**config.mk**
```make
export PLATFORM = sky130hd
export DESIGN_NAME = shared_reg_arbiter_flat
export DESIGN_NICKNAME = d
export VERILOG_FILES = /design/src/rtl/shared_reg_arbiter_if.sv /design/src/rtl/shared_reg_arbiter.sv /design/src/flat_wrapper.sv
export SDC_FILE = /design/constraint.sdc
export NUM_CORES = 1
export LEC_CHECK = 0
export ABC_AREA = 1
export CAP_MARGIN = 30
export CORE_ASPECT_RATIO = 1.1
export CORE_MARGIN = 2
export CORE_UTILIZATION = 30
export DETAILED_ROUTE_END_ITERATION = 16
export SLEW_MARGIN = 20
export SYNTH_ARGS = -nofsm -noshare
export SYNTH_HDL_FRONTEND = slang
export SYNTH_SLANG_ARGS = --single-unit
```
**constraint.sdc**
```tcl
create_clock -name clk -period 1.8 [get_ports clk]
set_clock_uncertainty 0.2 [all_clocks]
set_input_delay 0.27 -clock clk [delete_from_list [all_inputs] [get_ports clk]]
set_output_delay 0.27 -clock clk [all_outputs]
set_load 0.02 [all_outputs]
```
**src/rtl/shared_reg_arbiter_if.sv**
```systemverilog
// shared_reg_arbiter_if
//   Bundles the requester-side and bank-side signals of the shared register
//   arbiter.
//   master : requester side; drives req/wdata/err_clr and observes the results.
//   slave  : arbiter side; drives gnt/owner/ack/q/busy/err.
//   Signals:
//     req     [N_REQ]        level request per requester
//     wdata   [N_REQ*WIDTH]  per-requester data, slice i = wdata[i*WIDTH +: WIDTH]
//     err_clr                synchronous clear of the sticky timeout flag
//     gnt     [N_REQ]        one-hot grant, zero when idle
//     owner   [clog2(N_REQ)] last requester that completed a load
//     ack                    one-cycle pulse when the shared register loads
//     q       [WIDTH]        shared register contents
//     busy                   arbiter is not idle
//     err                    sticky hold-timeout flag
interface shared_reg_arbiter_if #(
  parameter int N_REQ = 4,
  parameter int WIDTH = 8
);
  localparam int IDX_W = $clog2(N_REQ);

  logic [N_REQ-1:0]       req;
  logic [N_REQ*WIDTH-1:0] wdata;
  logic                   err_clr;
  logic [N_REQ-1:0]       gnt;
  logic [IDX_W-1:0]       owner;
  logic                   ack;
  logic [WIDTH-1:0]       q;
  logic                   busy;
  logic                   err;

  modport master (
    output req, wdata, err_clr,
    input  gnt, owner, ack, q, busy, err
  );

  modport slave (
    input  req, wdata, err_clr,
    output gnt, owner, ack, q, busy, err
  );
endinterface

```
**src/rtl/shared_reg_arbiter.sv**
```systemverilog
// shared_reg_arbiter
//   Round-robin arbiter and sequencer for one shared WIDTH-bit register bank.
//   N_REQ requesters compete for write access. Each completed transaction loads
//   the winner's data slice into the bank. A requester may hold the grant after
//   its load for at most HOLD_MAX release cycles. After that the grant is forced
//   off and the sticky err flag is set.
//   Ports:
//     clk    rising-edge clock
//     reset  asynchronous, active-low; clears all state immediately
//     bus    shared_reg_arbiter_if.slave (req/wdata/err_clr in,
//            gnt/owner/ack/q/busy/err out, all outputs registered)
module shared_reg_arbiter #(
  parameter int N_REQ    = 4,
  parameter int WIDTH    = 8,
  parameter int HOLD_MAX = 15
) (
  input  logic                 clk,
  input  logic                 reset,
  shared_reg_arbiter_if.slave  bus
);
  localparam int               IDX_W     = $clog2(N_REQ);
  localparam logic [IDX_W-1:0] PTR_RST   = IDX_W'(N_REQ - 1);
  localparam logic [7:0]       HOLD_LAST = 8'(HOLD_MAX - 1);
  localparam logic [N_REQ-1:0] GNT_ONE   = {{(N_REQ-1){1'b0}}, 1'b1};
  localparam logic [N_REQ-1:0] GNT_NONE  = {N_REQ{1'b0}};

  typedef enum logic [1:0] {
    IDLE    = 2'd0,
    GRANT   = 2'd1,
    LOAD    = 2'd2,
    RELEASE = 2'd3
  } state_t;

  state_t             state_r, state_nx_s;
  logic [N_REQ-1:0]   gnt_r, gnt_nx_s;
  logic               ack_r, ack_nx_s;
  logic [WIDTH-1:0]   q_r, q_nx_s;
  logic [IDX_W-1:0]   ptr_r, ptr_nx_s;
  logic [IDX_W-1:0]   owner_r, owner_nx_s;
  logic [IDX_W-1:0]   win_r, win_nx_s;
  logic [7:0]         hold_r, hold_nx_s;
  logic               err_r, err_nx_s;
  logic [IDX_W-1:0]   pick_s;
  logic               pick_vld_s;
  logic [WIDTH-1:0]   win_data_s;

  // Round-robin search: first requester at or after ptr+1, wrapping.
  always_comb begin
    int               idx;
    logic [IDX_W-1:0] cand;
    idx        = 0;
    cand       = ptr_r;
    pick_s     = ptr_r;
    pick_vld_s = 1'b0;
    for (int i = 1; i <= N_REQ; i++) begin
      idx  = int'(ptr_r) + i;
      idx  = (idx >= N_REQ) ? (idx - N_REQ) : idx;
      cand = IDX_W'(idx);
      if (!pick_vld_s && bus.req[cand]) begin
        pick_s     = cand;
        pick_vld_s = 1'b1;
      end else begin
        pick_vld_s = pick_vld_s;
      end
    end
  end

  // Select the registered winner's data slice; other slices are never used.
  always_comb begin
    win_data_s = {WIDTH{1'b0}};
    for (int i = 0; i < N_REQ; i++) begin
      if (win_r == IDX_W'(i)) begin
        win_data_s = bus.wdata[i*WIDTH +: WIDTH];
      end else begin
        win_data_s = win_data_s;
      end
    end
  end

  // Next-state and next-output logic of the transaction sequencer.
  always_comb begin
    state_nx_s = state_r;
    gnt_nx_s   = gnt_r;
    ack_nx_s   = 1'b0;
    q_nx_s     = q_r;
    ptr_nx_s   = ptr_r;
    owner_nx_s = owner_r;
    win_nx_s   = win_r;
    hold_nx_s  = hold_r;
    // A timeout below overrides this clear, so set wins over err_clr.
    if (bus.err_clr) begin
      err_nx_s = 1'b0;
    end else begin
      err_nx_s = err_r;
    end

    case (state_r)
      IDLE: begin
        if (pick_vld_s) begin
          win_nx_s   = pick_s;
          gnt_nx_s   = GNT_ONE << pick_s;
          state_nx_s = GRANT;
        end else begin
          gnt_nx_s   = GNT_NONE;
        end
      end
      GRANT: begin
        if (bus.req[win_r]) begin
          q_nx_s     = win_data_s;
          ack_nx_s   = 1'b1;
          ptr_nx_s   = win_r;
          owner_nx_s = win_r;
          state_nx_s = LOAD;
        end else begin
          // Request withdrawn before the load: abort, pointer untouched.
          gnt_nx_s   = GNT_NONE;
          state_nx_s = IDLE;
        end
      end
      LOAD: begin
        hold_nx_s = 8'd0;
        // A requester that already dropped req is released on this edge,
        // which gives the three-edge turnaround to the next grant.
        if (!bus.req[win_r]) begin
          gnt_nx_s   = GNT_NONE;
          state_nx_s = IDLE;
        end else begin
          state_nx_s = RELEASE;
        end
      end
      RELEASE: begin
        if (!bus.req[win_r]) begin
          gnt_nx_s   = GNT_NONE;
          state_nx_s = IDLE;
        end else if (hold_r == HOLD_LAST) begin
          gnt_nx_s   = GNT_NONE;
          err_nx_s   = 1'b1;
          state_nx_s = IDLE;
        end else begin
          hold_nx_s  = hold_r + 8'd1;
        end
      end
      default: begin
        gnt_nx_s   = GNT_NONE;
        state_nx_s = IDLE;
      end
    endcase
  end

  // Sequencer state register.
  always_ff @(posedge clk or negedge reset) begin
    if (!reset) begin
      state_r <= IDLE;
    end else begin
      state_r <= state_nx_s;
    end
  end

  // Datapath and output registers; async reset discards any load in flight.
  always_ff @(posedge clk or negedge reset) begin
    if (!reset) begin
      gnt_r   <= GNT_NONE;
      ack_r   <= 1'b0;
      q_r     <= {WIDTH{1'b0}};
      ptr_r   <= PTR_RST;
      owner_r <= {IDX_W{1'b0}};
      win_r   <= {IDX_W{1'b0}};
      hold_r  <= 8'd0;
      err_r   <= 1'b0;
    end else begin
      gnt_r   <= gnt_nx_s;
      ack_r   <= ack_nx_s;
      q_r     <= q_nx_s;
      ptr_r   <= ptr_nx_s;
      owner_r <= owner_nx_s;
      win_r   <= win_nx_s;
      hold_r  <= hold_nx_s;
      err_r   <= err_nx_s;
    end
  end

  assign bus.gnt   = gnt_r;
  assign bus.ack   = ack_r;
  assign bus.q     = q_r;
  assign bus.owner = owner_r;
  assign bus.err   = err_r;
  assign bus.busy  = (state_r != IDLE);
endmodule

```
**src/flat_wrapper.sv**
```systemverilog
// flat-port wrapper written by rule: the top's interface ports become plain ports
module shared_reg_arbiter_flat 
#(
  parameter int N_REQ    = 4,
  parameter int WIDTH    = 8,
  parameter int HOLD_MAX = 15
)
  (clk, reset, bus_req, bus_wdata, bus_err_clr, bus_gnt, bus_owner, bus_ack, bus_q, bus_busy, bus_err);
  shared_reg_arbiter_if #(.N_REQ(N_REQ), .WIDTH(WIDTH)) bus_i ();
  input  logic clk;
  input  logic reset;
  input wire logic [$bits(bus_i.req)-1:0] bus_req;
  input wire logic [$bits(bus_i.wdata)-1:0] bus_wdata;
  input wire logic [$bits(bus_i.err_clr)-1:0] bus_err_clr;
  output wire logic [$bits(bus_i.gnt)-1:0] bus_gnt;
  output wire logic [$bits(bus_i.owner)-1:0] bus_owner;
  output wire logic [$bits(bus_i.ack)-1:0] bus_ack;
  output wire logic [$bits(bus_i.q)-1:0] bus_q;
  output wire logic [$bits(bus_i.busy)-1:0] bus_busy;
  output wire logic [$bits(bus_i.err)-1:0] bus_err;
  assign bus_i.req = bus_req;
  assign bus_i.wdata = bus_wdata;
  assign bus_i.err_clr = bus_err_clr;
  assign bus_gnt = bus_i.gnt;
  assign bus_owner = bus_i.owner;
  assign bus_ack = bus_i.ack;
  assign bus_q = bus_i.q;
  assign bus_busy = bus_i.busy;
  assign bus_err = bus_i.err;
  shared_reg_arbiter #(.N_REQ(N_REQ), .WIDTH(WIDTH), .HOLD_MAX(HOLD_MAX)) u_core (.clk(clk), .reset(reset), .bus(bus_i));
endmodule
```
# Yosys cells after proc, flatten, opt, wreduce, memory -nomap -nowiden
# Index checks and enable logic that the tools add are counted.
# Widths: inputs -> output; s select.
# word_totals
reg_bits,30
inputBits,39
output_inout_bits,17
elab_cells,102
# op_classes
add_sub_neg,9
magnitude_cmp,9
n_eq_ne,12
shifts,1
mux,46
reduce_logical,16
# op_table
op,n
$mux 8,6
$mux 2,13
$mux 4,4
$pmux 8 s2,1
$lt 2x3->1 const B,5
$mux 1,15
$pmux 4 s3,1
$bmux 1 s2,5
$ge 3x3->1 const B,3
$add 8x1->8 const B,1
$eq 2x2->1 const B,4
$eq 8x4->1 const B,1
$pmux 2 s4,1
$reduce_and 2->1,4
$sub 2x1->2 const B,4
$add 2x2->3 const B,2
$add 2x3->4 const B,1
$eq 2x1->1 const B,2
$ge 4x3->1 const B,1
$logic_not 2->1,2
$ne 2x1->1 const B,2
$ne 2x2->1 const B,2
$reduce_bool 2->1,2
$shl 1x2->4 const A,1
other kinds (6),10

# Longest topological paths before layout
# Gate-level depths: netlist of the first run.
# logic_depth
depth_word,18
mapped_depth,13
ltp_nobuf,12

# Worst setup path before layout of the first run
# No wires, ideal clock.
# synth_timing
path_kind,flip-flop to flip-flop
start,register u_core.ptr_r[0]
end,"register u_core.gnt_r[0], in the netlist u_core.bus.gnt[0]"
setup_ns,0.116
arrival_time_ns,1.452
required_time_ns,1.484
setup_slack_ns,0.032
path_stages_with_launch,12
path_buffers,1
period_less_slack_ns,1.768
cell_sequence,dfstp_2 -> buf_6 -> inv_8 -> nand2_1 -> nand2_1 -> nand2_4 -> nand2_4 -> or2_1 -> nand3_1 -> nand2_2 -> nand2_1 -> nand2_1
# synth_between
elab_chain_cells,18
word_cells_on_any_way,41
cone_classes,8 x add/sub; 4 x order compare; 1 x shift; 22 x mux; 6 x reduce/logical
# synth_lines
element,line_no,text
from (decl),shared_reg_arbiter.sv:38,"logic [IDX_W-1:0] ptr_r, ptr_nx_s;"
from (signal assigned),shared_reg_arbiter.sv:174,ptr_r <= ptr_nx_s;
$add 2x1->3,shared_reg_arbiter.sv:56,idx = int'(ptr_r) + i;
$ge 3x3->1 / $sub 2x1->2 (equally long branches),shared_reg_arbiter.sv:57,idx = (idx >= N_REQ) ? (idx - N_REQ) : idx;
$mux 2,shared_reg_arbiter.sv:57,
$bmux 1 s2,shared_reg_arbiter.sv:59,if (!pick_vld_s && bus.req[cand]) begin
$mux 1 (implied by the code),shared_reg_arbiter.sv:59,
$mux 1,shared_reg_arbiter.sv:59,
$logic_not 1->1,shared_reg_arbiter.sv:59,
$logic_and 1x1->1,shared_reg_arbiter.sv:59,
[... 2 more ...],-,
$logic_and 1x1->1,shared_reg_arbiter.sv:59,
$mux 1,shared_reg_arbiter.sv:59,
$logic_not 1->1,shared_reg_arbiter.sv:59,
$logic_and 1x1->1,shared_reg_arbiter.sv:59,
$mux 2,shared_reg_arbiter.sv:59,
$shl 1x2->4,shared_reg_arbiter.sv:101,gnt_nx_s = GNT_ONE << pick_s;
$mux 4 (*),shared_reg_arbiter.sv:99,if (pick_vld_s) begin
$pmux 4 s3 (*),shared_reg_arbiter.sv:97,case (state_r)
to (signal assigned),shared_reg_arbiter.sv:171,gnt_r <= gnt_nx_s;
to (decl),shared_reg_arbiter.sv:35,"logic [N_REQ-1:0] gnt_r, gnt_nx_s;"
# Every way passes the cells marked *; elsewhere a longest branch is shown, timed or not. The select of a mux whose other input is x is not followed.
# A chain may end at the register's enable or synchronous reset.

# Worst setup path in the final report of the first run
# layout_timing
start,register u_core.ptr_r[0]
end,"register u_core.gnt_r[2], in the netlist u_core.bus.gnt[2]"
# Same word-level chain as after synthesis.

==> results.py, run 1 <==
metrics = {
    "outcome": {
        "status": "finished with violations",
        "violations": "setup timing",
    },
    "global_route": {
        "first_global_vias": 1947,
        "grt_max_degree": 31,
        "grt-ovfl-total": 0,
        "grt_pass1_wl_mm": 8.58,
        "track_usage_pct": 15.1,
        "grt_antenna_before_repair": 0,
    },
    "clocking": {
        "cts_buffers": 5,
        "insertion_delay_ns": 0.29,
        "cts.sinks": 30,
        "clk_pin_slew_ns": 0.07,
        "cts_tree": "done",
        "htreeDepth": 2,
        "clock-root-buffer": "clkbuf_8",
        "cts_buffer_depth": 2,
    },
    "floorplan": {
        "die_w_um": 81.3,
        "initial_utilization_pct": 30.5,
        "die_h_um": 89.1,
        "num_rows": 31,
        "die-area_um2": 7240,
        "core_area_um2": 6480,
        "io_pins": 56,
    },
    "setup_path": {
        "cp.arrival_ns": 1.91,
        "r2r-start": "u_core.ptr_r[0]",
        "cp-end-kind": "flip-flop",
        "startpoint_type": "flip-flop",
        "cpMostUsedCell": "nand2_1",
        "cp_slowest_cell": "dfstp_2",
        "reg2reg_to": "u_core.bus.gnt[2]",
        "ff2ff_path_depth": 12,
        "r2r_slack_ns": -0.13,
        "cpPeakStageDelay_ns": 0.65,
        "critical_path_required_ns": 1.78,
        "path_class": "flip-flop to flip-flop",
        "cp_cell_sequence": "buf_12, nand2_2, nand2_4, nand2_4, buf_4, nand2_2, o21bai_4, nand2_1, nand2_1, nand2_1, nand2_1, nand2_1",
        "critPathMaxFanout": 5,
    },
    "yosys": {
        "yosys_register_bits": 30,
        "synthCells": 276,
        "synth.cell_area_um2": 1970,
        "syn_avg_cell_area_um2": 7.15,
        "seq_area_frac_synth_pct": 38.2,
        "syn_nets": 322,
        "yosys_warnings": 0,
        "synthArstFlopShare_pct": 100,
        "synth_enable_flop_cells": 0,
        "synth.most_common_cell": "nand2_1",
        "ys_types": 27,
        "synth_top_area_share_pct": 35.5,
        "synth_flop_cell": "dfrtp_1",
        "synth_area_leaders": "dfrtp_1 (36%), nand2_1 (20%), nand3_1 (7.1%), o21ai_0 (6.8%), ha_1 (4.4%)",
        "netlist_top_cells_count": "nand2_1 (104), dfrtp_1 (28), nand3_1 (28), o21ai_0 (27), inv_1 (20)",
        "yosysTopAreaCell": "dfrtp_1",
    },
    "sta": {
        "period_needed_ns": 1.93,
        "fmax_mhz": 517,
        "rsz0062_at_grt": "yes",
        "finalHoldViolCount": 0,
        "min_period_over_period_pct": 107,
        "slew_violations": 0,
        "worst_pin_slew_ns": 0.385,
        "finalSetupTns_ns": -0.863,
        "slew_headroom_pct": 74.3,
        "setup_violations": 8,
        "fin_ws_ns": -0.134,
        "hold_slack_ns": 0.173,
    },
    "routing": {
        "post-route-drc-count": 0,
        "vias_per_cell": 4.59,
        "vias": 2106,
        "wl_per_cell_um": 11.5,
        "ant_nets": 0,
        "drt_iter0_markers": 70,
        "drt-pass1-iter-count": 4,
        "drt_wl_total_mm": 5.26,
    },
    "min_path": {
        "hold_class": "input pin to asynchronous set/reset pin",
    },
    "pwr": {
        "pwr_density_cell_nw_per_um2": 1730,
        "leakage_uw": 0.00159,
        "peakVddDrop_mv": 0.806,
        "finalPower_uw": 5550,
    },
    "placed_design": {
        "place_ws_ns": -0.174,
        "io_buffer_count": 55,
        "globalplace.congestion": 0.847,
        "dp_hpwl_mm": 3.79,
    },
    "layout": {
        "nets": 422,
        "area_delta_synth_final_pct": 62.7,
        "antenna_cells": 0,
        "final_layout_size_suffix_gt1_share_pct": 27.6,
        "seqCellArea_um2": 753,
        "n_fill_cell": 610,
        "fin_util_pct": 49.5,
        "multi_input_area_um2": 1260,
    },
    "job": {
        "maxCapViolations": 0,
    },
}
## timing repair
action	4_1_cts	5_1_grt
setup buffers	6	9
gates resized for setup	21	30
hold buffers	0	0
setup endpoints to repair	9	14
pin swaps	14	12
## per-stage QoR
stage / cells / instance area, um2
finish: 459 / 3210
global route: 459 / 3210
CTS: 450 / 3020
detailed placement: 436 / 2820
global placement: 436 / 2820
floorplan: 276 / 1970
## routing by layer
metal / track usage (%) / part of all wire (%)
met3: 4.44 / 5.7
met2: 25.3 / 50
met1: 19.0 / 43
met4: 4.16 / 1.2
met5: 0 / 0
## cell type report
class                   instances  area share, %
well taps                      82           3.20
clock buffers                   6           2.57
flip-flops and latches         30           23.5
clock inverters                 2          0.390
multi-input cells             219           39.3
inverters                      22           2.81
repair buffers                 98           28.3
## worst max-delay path, delay by kind of cell, from the launching register on
family	cells	cell delay, ns
AND/OR/NAND/NOR	9	0.56
flip-flops	1	0.65
buffers and inverters	2	0.28
AO/OA/AOI/OAI	1	0.12
## state kept, by name (all words and copies together) (netlist names)
name,flops
u_core.state_r,2
u_core.bus.q,8
u_core.win_r,2
u_core.bus.owner,2
u_core.bus.gnt,4
u_core.bus.err,1
u_core.hold_r,8
u_core.bus.ack,1
u_core.ptr_r,2
## kinds of logic after synthesis
kind of cell / Yosys count / share of synthesized area (%)
simple gates: 171 / 39.9
flops: 30 / 38.2
fa+ha+maj: 7 / 4.44
buf+inv: 27 / 6.09
mux: 1 / 0.571
compound gates: 39 / 10.3
xor+xnor: 1 / 0.444
## worst max path at each step
| stage | startpoint | to | slack [ns] | depth (start not counted) |
|---|---|---|---|---|
| global route | u_core.ptr_r[0] | u_core.state_r[1] | -0.23 | 10 |
| floorplan | u_core.ptr_r[0] | u_core.bus.gnt[0] | 0.03 | 11 |
| detailed placement | bus_req[0] | u_core.bus.gnt[0] | -0.17 | 10 |
| global placement | bus_req[0] | u_core.hold_r[6] | -0.15 | 8 |
| finish | u_core.ptr_r[0] | u_core.bus.gnt[2] | -0.13 | 12 |
| CTS | u_core.ptr_r[0] | u_core.bus.gnt[0] | -0.11 | 10 |
## report_power, final
group          switching, uW  internal (uW)
Clock                    261            307
Combinational           2100           1770
Sequential               188            925
Total                   2550           3000
## cell usage in the layout (no fill, tap or decap), types with 2 or more instances in the layout
master	count
nand2_1	89
a21oi_1	8
buf_12	2
o21ai_0	24
nand3_2	2
o21ai_1	2
nor2_1	8
dfrtp_1	28
nand3_1	25
nor3_1	2
dfstp_2	2
inv_1	18
dlymetal6s2s_1	2
clkbuf_8	6
clkdlybuf4s50_1	52
buf_4	40
nand2_2	15
nor2_2	3
ha_1	7
o21ai_2	3
inv_2	3
nand2_4	17
nand4_1	5
No activity file was read; power rests on OpenSTA's default activity.
==> run 2: changes to the inputs <==
Settings changed: CORE_ASPECT_RATIO 1.1 to 1.25.
==> run 2 against run 1 <==
- the run still ends with setup timing left
- final cell count is 1.5% lower
- sequential cell count did not move
- die area barely moved
- sequential share of layout area rose by 1.3 points
- clock power fell by 0.7%
- setup slack gained 0.044 ns
- global-route usage grew 0.16 points
- count of clock-buffer cells in the layout grew 1
- register-to-register slack better by 0.04 ns
- non-clock buffer count shrank 12
- hold slack worse by 0.0026 ns
- critical path type unchanged
==> results.py, run 2 (synthesized netlist as in run 1, its figures left out) <==
metrics = {
    "outcome": {
        "status": "finished with violations",
        "violations": "setup timing",
    },
    "setup_path": {
        "cp_slowest_cell": "dfstp_2",
        "cp_cell_sequence": "inv_8, nand2_4, nand2_4, nand2_4, nand2_8, or2_1, nand3_1, nand2_2, nand2_1, nand2_1",
        "cpPeakStageDelay_ns": 0.67,
        "cp.arrival_ns": 1.87,
        "startpoint_type": "flip-flop",
        "r2r_slack_ns": -0.09,
        "reg2reg_to": "u_core.bus.gnt[0]",
        "path_buf_inv": 1,
        "critPathMaxFanout": 8,
        "critical_path.top_delay_family": "simple AND/OR/NAND/NOR gates",
        "critical_path_required_ns": 1.78,
        "cpMostUsedCell": "nand2_4",
        "ff2ff_path_depth": 10,
        "cp-end-kind": "flip-flop",
        "path_class": "flip-flop to flip-flop",
        "r2r-start": "u_core.ptr_r[0]",
    },
    "global_route": {
        "grt-ovfl-total": 0,
        "first_global_vias": 1872,
        "grt_antenna_before_repair": 0,
        "track_usage_pct": 15.3,
        "grt_max_degree": 31,
        "grt_pass1_wl_mm": 8.85,
    },
    "sta": {
        "fin_ws_ns": -0.0899,
        "setup_violations": 8,
        "slew_headroom_pct": 74.4,
        "fmax_mhz": 529,
        "finalHoldViolCount": 0,
        "period_needed_ns": 1.89,
        "rsz0062_at_grt": "yes",
        "min_period_over_period_pct": 105,
        "worst_pin_slew_ns": 0.383,
        "finalSetupTns_ns": -0.483,
        "slew_violations": 0,
    },
    "min_path": {
        "hold_class": "input pin to asynchronous set/reset pin",
    },
    "layout": {
        "area_delta_synth_final_pct": 54.0,
        "mostFrequentLayoutCell": "nand2_1",
        "final_layout_size_suffix_gt1_share_pct": 23.3,
        "mostFrequentLayoutCells": "nand2_1 (92), clkdlybuf4s50_1 (53), buf_4 (31)",
        "stdcell_count": 452,
        "nets": 410,
        "antenna_cells": 0,
    },
    "pwr": {
        "pwr_density_cell_nw_per_um2": 1680,
        "leakage_uw": 0.00149,
        "peakVddDrop_mv": 0.848,
        "finalPower_uw": 5100,
    },
    "job": {
        "maxCapViolations": 0,
    },
    "placed_design": {
        "dp_cells": 439,
        "io_buffer_count": 55,
        "dp_hpwl_mm": 4.15,
        "globalplace.congestion": 0.836,
        "place_ws_ns": -0.166,
    },
    "clocking": {
        "clock-root-buffer": "clkbuf_8",
        "insertion_delay_ns": 0.29,
        "clk_pin_slew_ns": 0.07,
        "cts_buffer_depth": 2,
        "cts_buffers": 5,
        "cts_tree": "done",
        "cts.sinks": 30,
        "htreeDepth": 2,
    },
    "floorplan": {
        "die_w_um": 76.5,
        "die_h_um": 94.7,
        "io_pins": 56,
        "die-area_um2": 7250,
        "num_rows": 33,
        "core_area_um2": 6480,
        "initial_utilization_pct": 30.4,
    },
    "routing": {
        "drt_wl_total_mm": 5.36,
        "drt-pass1-iter-count": 4,
        "ant_nets": 0,
        "wl_per_cell_um": 11.9,
        "vias": 2015,
        "drt_iter0_markers": 56,
        "post-route-drc-count": 0,
        "vias_per_cell": 4.46,
    },
}
[run 2: cell types whose count changed in the layout (fill, tap and decap cells not counted), moves of 2 or more]
cell     previous run  this run
buf_12              2         0
nand2_1            89        92
nand2_4            17        13
buf_4              40        31
[run 2: where the power goes]
part	total (uW)	internal [uW]	leakage (uW)	switching, uW
Combinational	3440	1490	0.00106	1950
Clock	564	308	0.0000482	256
Sequential	1100	925	0.000389	176
Total	5100	2720	0.00149	2380
[run 2: how the worst max path moves through the flow]
stage                          from           endpoint  cells after the start
floorplan           u_core.ptr_r[0]  u_core.bus.gnt[0]                     11
global placement         bus_req[2]  u_core.bus.gnt[0]                     11
detailed placement       bus_req[0]   u_core.hold_r[6]                      8
CTS                 u_core.ptr_r[0]  u_core.bus.gnt[0]                     10
global route        u_core.ptr_r[0]  u_core.bus.gnt[3]                     12
finish              u_core.ptr_r[0]  u_core.bus.gnt[0]                     10
[run 2: per-stage QoR]
stage	util [%]	area [um2]	hold slack [ns]
after global placement	43.2	2800	0.265
after floorplan	-	1970	-0.226
after CTS	45.7	2960	0.178
after global routing	46.9	3040	0.219
final	46.9	3040	0.170
after detailed placement	43.2	2800	0.273
[run 2: area by class of cell]
cell class                 count  area, um2
fill                         660       3440
tap                           87        109
timing repair buffer          86        781
inverter                      22       90.1
clock inverter                 1       5.00
clock buffer                   7       86.3
sequential                    30        753
multi-input combinational    219       1210
[run 2: what timing repair did]
item                                   4_1_cts  5_1_grt
gates resized for setup                     16       21
setup endpoints to repair                    9       12
pin swaps                                   15        5
buffers inserted                             4        1
hold buffers                                 0        0
endpoints found under the hold margin        0        0
[run 2: layer usage]
layer / vias to the layer above / global-route usage (%) / part of all wire [%]
met5: - / 0 / 0
met4: 0 / 5.00 / 1.3
met3: 6 / 2.49 / 2.6
met2: 28 / 27.5 / 53
met1: 912 / 18.6 / 43
li1: 1069 / - / -
